**config.mk**
```make
export PLATFORM = sky130hd
export DESIGN_NAME = uart_receiver
export DESIGN_NICKNAME = d
export VERILOG_FILES = /design/src/rtl/uart_receiver.sv
export SDC_FILE = /design/constraint.sdc
export NUM_CORES = 1
export LEC_CHECK = 0
export CORE_ASPECT_RATIO = 0.8
export CORE_MARGIN = 1
export CORE_UTILIZATION = 40
export CTS_BUF_LIST = sky130_fd_sc_hd__clkbuf_8
export DETAILED_ROUTE_END_ITERATION = 10
export GPL_TIMING_DRIVEN = 0
export SETUP_SLACK_MARGIN = 0.1
export SYNTH_ARGS = -nofsm -noshare
export SYNTH_HDL_FRONTEND = slang
export SYNTH_SLANG_ARGS = --single-unit
```
**constraint.sdc**
```tcl
create_clock -name clk_i -period 3.24 [get_ports clk_i]
set_clock_uncertainty 0.15 [all_clocks]
set_input_delay 0.324 -clock clk_i [delete_from_list [all_inputs] [get_ports clk_i]]
set_output_delay 0.324 -clock clk_i [all_outputs]
set_load 0.05 [all_outputs]
```
**src/rtl/uart_receiver.sv**
```systemverilog
// uart_receiver: oversampled UART receiver feeding a first-word-fall-through RX FIFO
module uart_receiver #(
  parameter int RX_FIFO_DEPTH = 32,
  parameter int OVERSAMPLE = 16
) (
  input  logic       clk_i,
  input  logic       rst_i,
  input  logic       rx_i,
  input  logic       ov_baud_rt_i,
  input  logic [1:0] data_width_i,
  input  logic [1:0] stop_bits_number_i,
  input  logic       config_req_i,
  output logic       req_done_o,
  input  logic       rx_fifo_read_i,
  output logic [7:0] data_rx_o,
  output logic       rx_fifo_empty_o,
  output logic       rx_fifo_full_o,
  output logic       rx_done_o,
  output logic       frame_error_o,
  output logic       overrun_error_o
);
  localparam int AW = $clog2(RX_FIFO_DEPTH);
  localparam int CNTW = AW + 1;
  localparam int CW = $clog2(OVERSAMPLE);
  localparam logic [CW-1:0] MID_TICK = CW'(OVERSAMPLE / 2 - 1);
  localparam logic [CW-1:0] END_TICK = CW'(OVERSAMPLE - 1);
  typedef enum logic [2:0] {RX_IDLE, RX_START, RX_DATA, RX_STOP, RX_CFG} state_t;
  state_t state_q, state_d;
  logic rx_meta, rx_s;
  logic [CW-1:0] tick_cnt;
  logic [2:0] bit_cnt;
  logic stop_cnt, ferr;
  logic [7:0] shift_q;
  logic [1:0] dw_q, sb_q;
  logic mid_tick, end_tick, bit_last, stop_last, frame_done;
  logic [7:0] mem [RX_FIFO_DEPTH];
  logic [AW-1:0] wr_ptr, rd_ptr;
  logic [CNTW-1:0] count;
  logic wr_en, rd_en;
  assign mid_tick = ov_baud_rt_i && tick_cnt == MID_TICK;
  assign end_tick = ov_baud_rt_i && tick_cnt == END_TICK;
  assign bit_last = bit_cnt == 3'd4 + {1'b0, dw_q};
  assign stop_last = stop_cnt == (|sb_q);
  assign frame_done = state_q == RX_STOP && end_tick && stop_last;
  // Two-flop synchronizer for the asynchronous serial line, idling high
  always_ff @(posedge clk_i or posedge rst_i) begin
    if (rst_i) begin
      rx_meta <= 1'b1;
      rx_s <= 1'b1;
    end else begin
      rx_meta <= rx_i;
      rx_s <= rx_meta;
    end
  end
  // FSM state register
  always_ff @(posedge clk_i or posedge rst_i) begin
    if (rst_i) state_q <= RX_IDLE;
    else state_q <= state_d;
  end
  // Next-state and status outputs; config requests wait for frame boundaries
  always_comb begin
    state_d = state_q;
    rx_done_o = frame_done;
    frame_error_o = frame_done && (ferr || !rx_s);
    overrun_error_o = frame_done && rx_fifo_full_o && !rx_fifo_read_i;
    req_done_o = state_q == RX_CFG;
    case (state_q)
      RX_IDLE:  state_d = config_req_i ? RX_CFG : (rx_s ? RX_IDLE : RX_START);
      RX_START: state_d = mid_tick ? (rx_s ? RX_IDLE : RX_DATA) : RX_START;
      RX_DATA:  state_d = (end_tick && bit_last) ? RX_STOP : RX_DATA;
      RX_STOP:  state_d = frame_done ? (config_req_i ? RX_CFG : RX_IDLE) : RX_STOP;
      RX_CFG:   state_d = config_req_i ? RX_CFG : RX_IDLE;
      default:  state_d = RX_IDLE;
    endcase
  end
  // Tick counter, frame format latch and deserialiser
  always_ff @(posedge clk_i or posedge rst_i) begin
    if (rst_i) begin
      tick_cnt <= '0;
      bit_cnt <= '0;
      stop_cnt <= 1'b0;
      ferr <= 1'b0;
      shift_q <= '0;
      dw_q <= '0;
      sb_q <= '0;
    end else begin
      tick_cnt <= (state_d != state_q) ? '0 : tick_cnt + CW'(ov_baud_rt_i);
      if (state_q == RX_START && mid_tick && !rx_s) begin
        dw_q <= data_width_i;
        sb_q <= stop_bits_number_i;
        bit_cnt <= '0;
        stop_cnt <= 1'b0;
        ferr <= 1'b0;
        shift_q <= '0;
      end
      if (state_q == RX_DATA && end_tick) begin
        shift_q[bit_cnt] <= rx_s;
        bit_cnt <= bit_cnt + 3'd1;
      end
      if (state_q == RX_STOP && end_tick) begin
        ferr <= ferr | ~rx_s;
        stop_cnt <= 1'b1;
      end
    end
  end
  assign wr_en = frame_done && (!rx_fifo_full_o || rx_fifo_read_i);
  assign rd_en = rx_fifo_read_i && !rx_fifo_empty_o;
  assign rx_fifo_empty_o = count == '0;
  assign rx_fifo_full_o = count == CNTW'(RX_FIFO_DEPTH);
  assign data_rx_o = rx_fifo_empty_o ? 8'h00 : mem[rd_ptr];
  // FIFO pointers and occupancy; reset flushes immediately
  always_ff @(posedge clk_i or posedge rst_i) begin
    if (rst_i) begin
      wr_ptr <= '0;
      rd_ptr <= '0;
      count <= '0;
    end else begin
      if (wr_en) wr_ptr <= wr_ptr + 1'b1;
      if (rd_en) rd_ptr <= rd_ptr + 1'b1;
      count <= count + CNTW'(wr_en) - CNTW'(rd_en);
    end
  end
  // FIFO storage, no reset needed since empty masks the head
  always_ff @(posedge clk_i) begin
    if (wr_en) mem[wr_ptr] <= shift_q;
  end
endmodule

```
# Word-level counts from Yosys, hierarchy flattened
# Memory sizes are Yosys's and may differ from the RTL's.
# Cells that the tools add are included.
[totals]
regBits = 42
latch_bits = 0
ram_bits = 256
mem_bits_ro = 0
output_inout_bits = 14
elab_cells = 82
n_memories = 1
[classes]
addsub = 7
n_mul = 0
div = 0
order_cmp = 2
n_eq_ne = 10
n_shift = 0
muxes = 22
n_bitwise = 2
reduce_logical = 25
[mem_list]
columns = ["name", "words", "word_bits", "rd", "rd_ports_with_merged_regs", "write_ports", "line", "source"]
rows = [
  ["mem", 32, 8, 1, 0, 1, "36", "logic [7:0] mem [RX_FIFO_DEPTH];"],
]
[op_table]
columns = ["cell", "count"]
rows = [
  ["$mux W8", 3],
  ["$mux W3", 5],
  ["$pmux W3 S5", 1],
  ["$logic_and A1 B1 Y1", 14],
  ["$add A5 B1 Y5 const B", 2],
  ["$bwmux W8", 1],
  ["$mux W1", 8],
  ["$add A6 B1 Y6", 1],
  ["$eq A3 B2 Y1 const B", 2],
  ["$eq A6 B6 Y1 const B", 1],
  ["$logic_not A6 Y1", 1],
  ["$sub A6 B1 Y6", 1],
  ["$add A4 B1 Y4", 1],
  ["$eq A4 B3 Y1 const B", 1],
  ["$eq A4 B4 Y1 const B", 1],
  ["$logic_not A1 Y1", 4],
  ["$lt A3 B4 Y1 const B", 1],
  ["$mux W2", 2],
  ["$mux W4", 1],
  ["$reduce_bool A2 Y1", 2],
  ["$add A3 B1 Y3 const B", 1],
  ["$add A3 B2 Y3 const A", 1],
  ["$demux W1 S3", 1],
  ["$eq A3 B1 Y1 const B", 1],
  ["10 further kinds", 11],
]

# Depth between registers and ports, before layout
# Gate-level depths: netlist of run 1.
[logic_depth]
depth_word = 8
ltp_mapped = 14

# Least setup slack after synthesis of run 1
# No wires, ideal clock.
[synth_timing]
kind = "reg2reg"
from = "register count[4]"
to = "register count[5]"
t_arrival_ps = 3887
t_required_ps = 2965
slack_ps = -923
path_stages_with_launch = 14
synth_period_minus_slack_ps = 4163
cell_sequence = "dfrtp_1 inv_1 ha_1 nor4bb_1 nor2b_1 nor2_1 inv_1 ha_1 inv_1 ha_1 a21o_1 a21oi_1 nor4b_1 a2111oi_0"
[synth_between]
elab_chain_cells = 6
word_cells_on_any_way = 9
classes_between = "add/sub (2); eq/ne (1); reduce/logical (6)"
[synth_rtl]
columns = ["element", "line", "source"]
rows = [
  ["start, declared", "38", "logic [CNTW-1:0] count;"],
  ["start signal, assigned", "120", "count <= count + CNTW'(wr_en) - CNTW'(rd_en);"],
  ["$eq A6 B6 Y1", "109", "assign rx_fifo_full_o = count == CNTW'(RX_FIFO_DEPTH);"],
  ["net rx_fifo_full_o", "17", "output logic rx_fifo_full_o,"],
  ["$logic_not A1 Y1", "106", "assign wr_en = frame_done && (!rx_fifo_full_o || rx_fifo_read_i);"],
  ["$logic_or A1 B1 Y1", "106", ""],
  ["$logic_and A1 B1 Y1", "106", ""],
  ["$add A6 B1 Y6", "120", ""],
  ["$sub A6 B1 Y6", "120", ""],
]
# The timed path passes the listed nets, and every way through them passes these cells.
# A chain may end at the register's enable or synchronous reset.

# Worst setup path after layout of run 1
[layout_timing]
from = "register rd_ptr[1]"
to = "output data_rx_o[5]"
[layout_between]
elab_chain_cells = 2
[layout_rtl]
columns = ["element", "line", "source"]
rows = [
  ["start, declared", "37", "logic [AW-1:0] wr_ptr, rd_ptr;"],
  ["start signal, assigned", "119", "if (rd_en) rd_ptr <= rd_ptr + 1'b1;"],
  ["$mem_v2 Z32 W8", "-", ""],
  ["$mux W8", "110", "assign data_rx_o = rx_fifo_empty_o ? 8'h00 : mem[rd_ptr];"],
  ["end, declared", "15", "output logic [7:0] data_rx_o,"],
]
# No other way between the ends.

==> results of run 1 <==
==> final timing paths <==
check | startpoint | end | slack, ns | cells past startpoint
setup / recovery | rd_ptr[1] | data_rx_o[5] | 0.15 | 7
hold / removal | stop_bits_number_i[1] | sb_q[1] | 0.12 | 3
setup reg to reg | tick_cnt[2] | count[5] | 0.29 | 12
hold reg to reg | rx_meta | rx_s | 0.20 | 0
max in group asynchronous | rst_i | rx_meta | 1.99 | 4
min in group asynchronous | rst_i | tick_cnt[2] | 0.41 | 3
==> where the power goes <==
part           leakage [nW]  internal [mW]  switching (mW)
clock network         0.529           1.64            1.48
logic                  1.75           1.27            1.79
registers              3.52           4.20          0.0847
total                  5.80           7.11            3.35
==> metrics by stage <==
stage	setup slack, ns	util	setup TNS [ns]	hold WS [ns]
final	0.1477	0.4768	0	0.1163
after global routing	0.08552	0.4768	0	0.1066
after CTS	0.01765	0.4736	0	0.06143
after detailed placement	-0.4732	0.4351	-14.82	0.1969
after global placement	-0.4601	0.4344	-10.58	0.1956
after floorplan	0.08437	-	0	0.1785
==> cells in the mapped netlist (7+ instances only) <==
master      n
a21oi_1    10
a22oi_1    38
a31oi_1     9
and3_1      8
buf_2       9
buf_4       7
clkbuf_1   15
dfrtp_1    40
edfxtp_1  256
ha_1       17
inv_1      21
mux2i_1    71
mux4_2     31
nand2_1    31
nand3_1    28
nand4_1    15
nor2_1     47
nor2b_1    10
xnor2_1     9
==> cell type report <==
cell class                 instances  area (um2)  area share
clock inverter                    32       168.9     0.01163
inverter                          22       83.83    0.005773
clock buffer                      55       757.0     0.05213
sequential                       298        8742      0.6020
timing repair buffer              33       316.6     0.02180
buffer                            39       332.8     0.02292
tap                              413       516.7     0.03559
multi-input combinational        399        3603      0.2481
==> routing by layer <==
metal | vias up | global-route usage
li1 | 3148 | -
met2 | 220 | 0.2572
met1 | 3514 | 0.2739
met4 | 0 | 0.05490
met5 | - | 0
met3 | 40 | 0.03801
==> registers in the layout, summed over array words and instances (netlist names), 3 cells and up <==
register	count
rd_ptr	5
count	6
mem	256
state_q	3
shift_q	8
bit_cnt	3
wr_ptr	5
tick_cnt	4
==> cell families after synthesis <==
| kind of cell | synth area share |
|---|---|
| buffers and inverters | 0.02515 |
| adder cells (fa/ha/maj) | 0.01871 |
| multiplexers | 0.1142 |
| XOR/XNOR | 0.01056 |
| AO/OA/AOI/OAI | 0.05011 |
| AND/OR/NAND/NOR | 0.07838 |
| flip-flops | 0.7029 |
==> repair_timing <==
action                                  CTS  global route
pin swaps                                11             7
hold buffers                              2             0
endpoints found under the setup margin   13            24
gates resized for setup                  97            31
cloned                                    0             0
buffers inserted                          5             2
endpoints found under the hold margin    14             0
==> worst max-delay path, cell delays in order (launching register included) <==
cell     delay [ns]
dfrtp_2        0.43
buf_8          0.20
buf_8          0.18
buf_6          0.18
mux4_2         0.35
a22oi_2        0.24
nand4_1        0.23
buf_6          0.22
==> out/qor_table.md, run 1 <==
| Group | Result | Reported |
|---|---|---|
| pwr | Power, Total | 10.46 mW |
| setup path | Required time at the worst-slack endpoint | 2.77 ns |
| finish | Area overhead of the layout relative to synthesis | 16.77% |
| die | Chip Width | 199.1 um |
| global routing | Vias in the first global route | 7017 |
| route | Vias | 6922 |
| finish | Most common library cell in the layout ignoring fill and taps | edfxtp_1 |
| synthesis | Mapped Cells | 758 |
| worst hold path | Tightest Hold Check Type | input pin to flop |
| route | WL per Instance | 21.44 um |
| route | Wire length after detailed routing | 27680 um |
| synthesis | Primary FF master, synth | edfxtp_1 |
| route | Wire length on met2 | 12230 um |
| global routing | Total global routing track utilization | 0.1800 |
| global routing | Maximum number of pins on one net before global-route repair | 34 |
| pwr | Largest vdd supply drop | 0.0005071 V |
| synthesis | Fraction of registers with async set or reset after synthesis | 0.1409 |
| sta | Actual transition at the worst max-transition pin | 1.364 ns |
| synthesis | Number of distinct library cells after synthesis | 63 |
| finish | Ant diodes | 0 |
| synthesis | Count of flip-flops with a built-in enable after synthesis | 256 |
| die | Core Rows | 57 |
| synthesis | Nets in the synthesized netlist | 786 |
| die | Die Outline Area | 31800 um2 |
| pwr | Leakage power | 5.797 nW |
| global routing | GRT Residual Overflow | 0 |
| finish | Final standard cell area without fillers | 14520 um2 |
| die | Area inside the core boundary | 30450 um2 |
| clock tree | Number of clock buffers inserted by TritonCTS | 48 |
| setup path | Crit path DAT | 2.62 ns |
| clock tree | Clock root buffer | clkbuf_8 |
| place | Number of instances in the placed design | 1195 |
| global routing | Wire length of the first global-routing pass | 42120 um |
| sta | Crit share post-route | 0.9544 |
| setup path | Type of destination of the critical path | output pin |
| route | First-iteration detailed-routing DRC count | 549 |
| synthesis | Top cells by area, synth | edfxtp_1, dfrtp_1, mux2i_1 |
| place | HPWL reported at the end of detailed placement | 17880 um |
| die | Vertical die dimension | 159.7 um |
| synthesis | Register bit count reported by yosys | 298 |
| synthesis | Proportion of synthesized chip area in sequential cells | 0.7029 |
| finish | Non-filler instance count after layout | 1291 |
| run | Max-cap violations | 0 |
| route | Wire length on met3 | 1773 um |
| finish | Layout cells sized above 1 | 0.2221 |
| route | Count of unresolved DRC violations after routing | 0 |
| run status | Run status | finished clean |
| sta | Max-slew headroom at the worst pin | 0.09068 |
| finish | Number of filler cells placed in the layout | 2659 |
| route | M1 WL | 13180 um |
| synthesis | Fraction of post-synthesis cell area in the top cell type by area | 0.6182 |
| clock tree | Clock tree buffer depth | 3 |
| route | Uppermost layer routed | met4 |
| synthesis | Post-synthesis instance area | 12440 um2 |
| clock tree | Number of sinks handled by clock tree synthesis | 298 |
| route | Remaining antenna violation count | 0 |
| clock tree | CTS tree | built |
| sta | Number of pins with negative max-slew slack in the final report | 0 |
| setup path | Worst Path Max Fanout | 10 |
| global routing | Initial antenna violation count | 0 |
| sta | Final hold violations | 0 |
| pwr | Power density normalized to cell area | 720.6 nW/um2 |
| die | Initial standard-cell utilization of the core | 0.4084 |
| finish | Layout net count | 869 |
| route | Vias per std cell | 5.362 |
| place | Area after detailed placement | 13250 um2 |
| die | Total I/O pin count | 24 |
| place | Placer's final routability congestion estimate | 0.8186 |
| place | Quantity of I/O buffers inserted on ports | 23 |
| route | DRT Pass-1 Iters | 5 |
| synthesis | Number of warnings reported in the yosys synthesis log | 0 |
| clock tree | Clock insertion delay at the later pin of the skew report | 0.59 ns |
| synthesis | Cell type with the largest total area after synthesis | edfxtp_1 |
| sta | Number of setup violations in the final report | 0 |
| sta | RSZ-0062 raised after global routing | yes |
| sta | Upper clock frequency limit | 323.4 MHz |
| setup path | CP startpoint kind | flop |
| sta | Fin crit period | 3.092 ns |
| setup path | Kind of critical path | flop to output pin |
| clock tree | Clock-pin slew on the worst setup and hold paths | 0.06 ns |
| finish | Top library cells by usage in the layout, fill and taps aside | edfxtp_1, mux2i_1, clkbuf_8 |
| clock tree | Number of levels the H-tree was split into | 2 |
| synthesis | Syn avg cell area | 16.41 um2 |
Power figures use the tool's default switching activity.
==> run 2, diff against run 1 <==
==> constraint.sdc (replaced) <==
create_clock -name clk_i -period 3.3 [get_ports clk_i]
set_clock_uncertainty 0.15 [all_clocks]
set_input_delay 0.33 -clock clk_i [delete_from_list [all_inputs] [get_ports clk_i]]
set_output_delay 0.33 -clock clk_i [all_outputs]
set_load 0.05 [all_outputs]
==> run 2 against run 1 <==
Worst setup slack improved by 0.018 ns. Global-route usage is essentially flat. Total power shrank 4.8%. Count of clock-buffer cells in the layout down 8. Die area stayed put. Clock power is 10% lower. Design area is 1.3% lower. Flip-flop and latch count did not move. Hold slack improved by 0.010 ns. First-iteration DRC count is 9.7% lower. Critical path type unchanged.
==> out/qor_table.md, run 2 (synthesis gave the netlist of run 1 again) <==
| Group | Result | Reported | vs previous |
|---|---|---|---|
| sta | Final hold violations | 0 | unchanged |
| die | Vertical die dimension | 159.7 um | unchanged |
| route | First-iteration detailed-routing DRC count | 496 | was 549 |
| clock tree | CTS tree | built | unchanged |
| die | Total I/O pin count | 24 | unchanged |
| pwr | Power density normalized to cell area | 695.2 nW/um2 | was 720.6 nW/um2 |
| place | Quantity of I/O buffers inserted on ports | 23 | unchanged |
| sta | Max-slew headroom at the worst pin | 0.1030 | was 0.09068 |
| place | HPWL reported at the end of detailed placement | 17840 um | was 17880 um |
| worst hold path | Tightest Hold Check Type | input pin to flop | unchanged |
| finish | Area overhead of the layout relative to synthesis | 15.24% | was 16.77% |
| pwr | Power Internal | 6.720 mW | was 7.112 mW |
| finish | Layout Utilization | 0.4706 | was 0.4768 |
| setup path | Reg2Reg Capture Point | count[5] | unchanged |
| clock tree | Number of clock buffers inserted by TritonCTS | 47 | was 48 |
| die | Core Rows | 57 | unchanged |
| sta | RSZ-0062 raised after global routing | yes | unchanged |
| clock tree | Clock tree buffer depth | 3 | unchanged |
| global routing | Vias in the first global route | 7067 | was 7017 |
| finish | Layout cells sized above 1 | 0.2032 | was 0.2221 |
| global routing | Maximum number of pins on one net before global-route repair | 34 | unchanged |
| clock tree | Clock insertion delay at the later pin of the skew report | 0.58 ns | was 0.59 ns |
| finish | Number of filler cells placed in the layout | 2650 | was 2659 |
| setup path | Worst R2R Start | count[3] | was tick_cnt[2] |
| finish | Biggest registers after layout | mem: 256 flops, shift_q: 8 flops, count: 6 flops | unchanged |
| die | Die Outline Area | 31800 um2 | unchanged |
| run | Max-cap violations | 0 | unchanged |
| global routing | Wire length of the first global-routing pass | 42140 um | was 42120 um |
| finish | Non-filler instance count after layout | 1279 | was 1291 |
| die | Area inside the core boundary | 30450 um2 | unchanged |
| pwr | Leakage power | 5.689 nW | was 5.797 nW |
| finish | Top library cells by usage in the layout, fill and taps aside | edfxtp_1, mux2i_1, clkbuf_8 | unchanged |
| clock tree | Clock-pin slew on the worst setup and hold paths | 0.06 ns | about the same |
| clock tree | Clock root buffer | clkbuf_8 | unchanged |
| global routing | Total global routing track utilization | 0.1804 | was 0.1800 |
| place | Placer's final routability congestion estimate | 0.8292 | was 0.8186 |
| route | Wire length after detailed routing | 27710 um | was 27680 um |
| finish | Most common library cell in the layout ignoring fill and taps | edfxtp_1 | unchanged |
| die | Chip Width | 199.1 um | unchanged |
| sta | Number of pins with negative max-slew slack in the final report | 0 | unchanged |
| clock tree | Number of sinks handled by clock tree synthesis | 298 | unchanged |
| setup path | CP startpoint kind | flop | unchanged |
| run status | Run status | finished clean | unchanged |
| route | WL per Instance | 21.67 um | was 21.44 um |
| pwr | Switching power of the nets | 3.244 mW | was 3.352 mW |
| route | Vias | 6923 | was 6922 |
| finish | Ant diodes | 0 | unchanged |
| sta | Crit share post-route | 0.9498 |  |
| finish | Layout net count | 865 | was 869 |
| setup path | Slack of the worst reg-to-reg path | 0.27 ns | was 0.29 ns |
| sta | Fin crit period | 3.134 ns |  |
| pwr | Power, Total | 9.964 mW | was 10.46 mW |
| setup path | Capture point of the critical path | data_rx_o[5] | unchanged |
| global routing | Initial antenna violation count | 0 | unchanged |
| route | Vias per std cell | 5.413 | was 5.362 |
| setup path | Type of destination of the critical path | output pin | unchanged |
| route | Remaining antenna violation count | 0 | unchanged |
| finish | Flip-flop count of the largest register, all copies and words added | 256 | unchanged |
| clock tree | Number of levels the H-tree was split into | 2 | unchanged |
| route | Count of unresolved DRC violations after routing | 0 | unchanged |
| route | DRT Pass-1 Iters | 8 | was 5 |
| finish | Register with the most flip-flops | mem | unchanged |
| sta | Actual transition at the worst max-transition pin | 1.345 ns | was 1.364 ns |
| place | Number of instances in the placed design | 1195 | unchanged |
| sta | Number of setup violations in the final report | 0 | unchanged |
| pwr | Sequential cell fraction of total power | 0.422 | was 0.410 |
| die | Initial standard-cell utilization of the core | 0.4084 | unchanged |
| setup path | Worst Path Max Fanout | 10 | unchanged |
| setup path | Kind of critical path | flop to output pin | unchanged |
| setup path | Timing startpoint of the critical path | rd_ptr[0] | was rd_ptr[1] |
| pwr | Largest vdd supply drop | 0.0003519 V | was 0.0005071 V |
| setup path | Required time at the worst-slack endpoint | 2.82 ns | was 2.77 ns |
| setup path | Crit path DAT | 2.65 ns | was 2.62 ns |
| sta | Upper clock frequency limit | 319.1 MHz |  |
| global routing | GRT Residual Overflow | 0 | unchanged |
| pwr | Net switching share of the total power | 0.3256 | was 0.3203 |
| setup path | R2R cell count | 13 | was 12 |
| pwr | Gate power share | 0.297 | was 0.293 |
| pwr | Clock power share | 0.281 | was 0.297 |
run 2: cell count changes in the layout (fill, tap and decap cells not counted), sizes merged:
cell,delta
clkinv,+3
inv,-4
clkbuf,-9
buf,-2
run 2: layer usage:
layer | global-route usage | routed length [um] | up-vias
li1 | - | - | 3126
met2 | 0.2574 | 12040 | 217
met5 | 0 | 0 | -
met4 | 0.07168 | 843 | 0
met3 | 0.03759 | 1772 | 55
met1 | 0.2680 | 13060 | 3525
run 2: timing repair:
| item | CTS | global route |
|---|---|---|
| endpoints found under the setup margin | 13 | 11 |
| gates resized for setup | 97 | 17 |
| buffers inserted | 2 | 2 |
| pin swaps | 9 | 5 |
| endpoints found under the hold margin | 12 | 0 |
| hold buffers | 2 | 0 |
run 2: power by group through the flow:
stage	clock network [mW]	registers, mW	logic, mW
floorplan	0	4.25	1.97
global placement	0	4.27	2.68
detailed placement	0	4.28	2.70
CTS	2.87	4.21	2.88
global route	3.04	4.21	3.17
finish	2.80	4.20	2.96
run 2: worst max-delay path, stage by stage (launching register included):
cell and delay, ns:
dfrtp_1 0.37, buf_6 0.18, buf_8 0.19, mux4_2 0.55, a22oi_2 0.35, nand4_1 0.22, buf_6 0.21
run 2: metrics by stage:
stage                     setup slack [ns]  TNS (ns)  area [um2]  hold WS [ns]
after detailed placement           -0.4757    -3.648       13220        0.1973
after global routing               0.05894         0       14330        0.1217
final                               0.1657         0       14330        0.1266
after global placement             -0.4832    -3.447       13200        0.1958
after CTS                          0.08759         0       14260       0.08408
after floorplan                     0.1178         0       12450        0.1845
run 2: layout make-up:
class                           count  area, um2  area share
Timing Repair Buffer               30      299.0     0.02087
Tap cell                          413      516.7     0.03606
Buffer                             39      301.5     0.02104
Clock inverter                     31      156.4     0.01091
Sequential cell                   298       8742      0.6100
Inverter                           22      87.58    0.006111
Clock buffer                       47      646.9     0.04514
Multi-Input combinational cell    399       3581      0.2499
run 2: how the worst min path moves through the flow:
| stage | cells past startpoint | slack, ns | startpoint | to |
|---|---|---|---|---|
| finish | 3 | 0.13 | stop_bits_number_i[1] | sb_q[1] |
| global route | 3 | 0.12 | stop_bits_number_i[1] | sb_q[1] |
| CTS | 3 | 0.08 | stop_bits_number_i[1] | sb_q[1] |
| detailed placement | 0 | 0.20 | rx_meta | rx_s |
| global placement | 0 | 0.20 | rx_meta | rx_s |
| floorplan | 0 | 0.18 | rx_i | rx_meta |
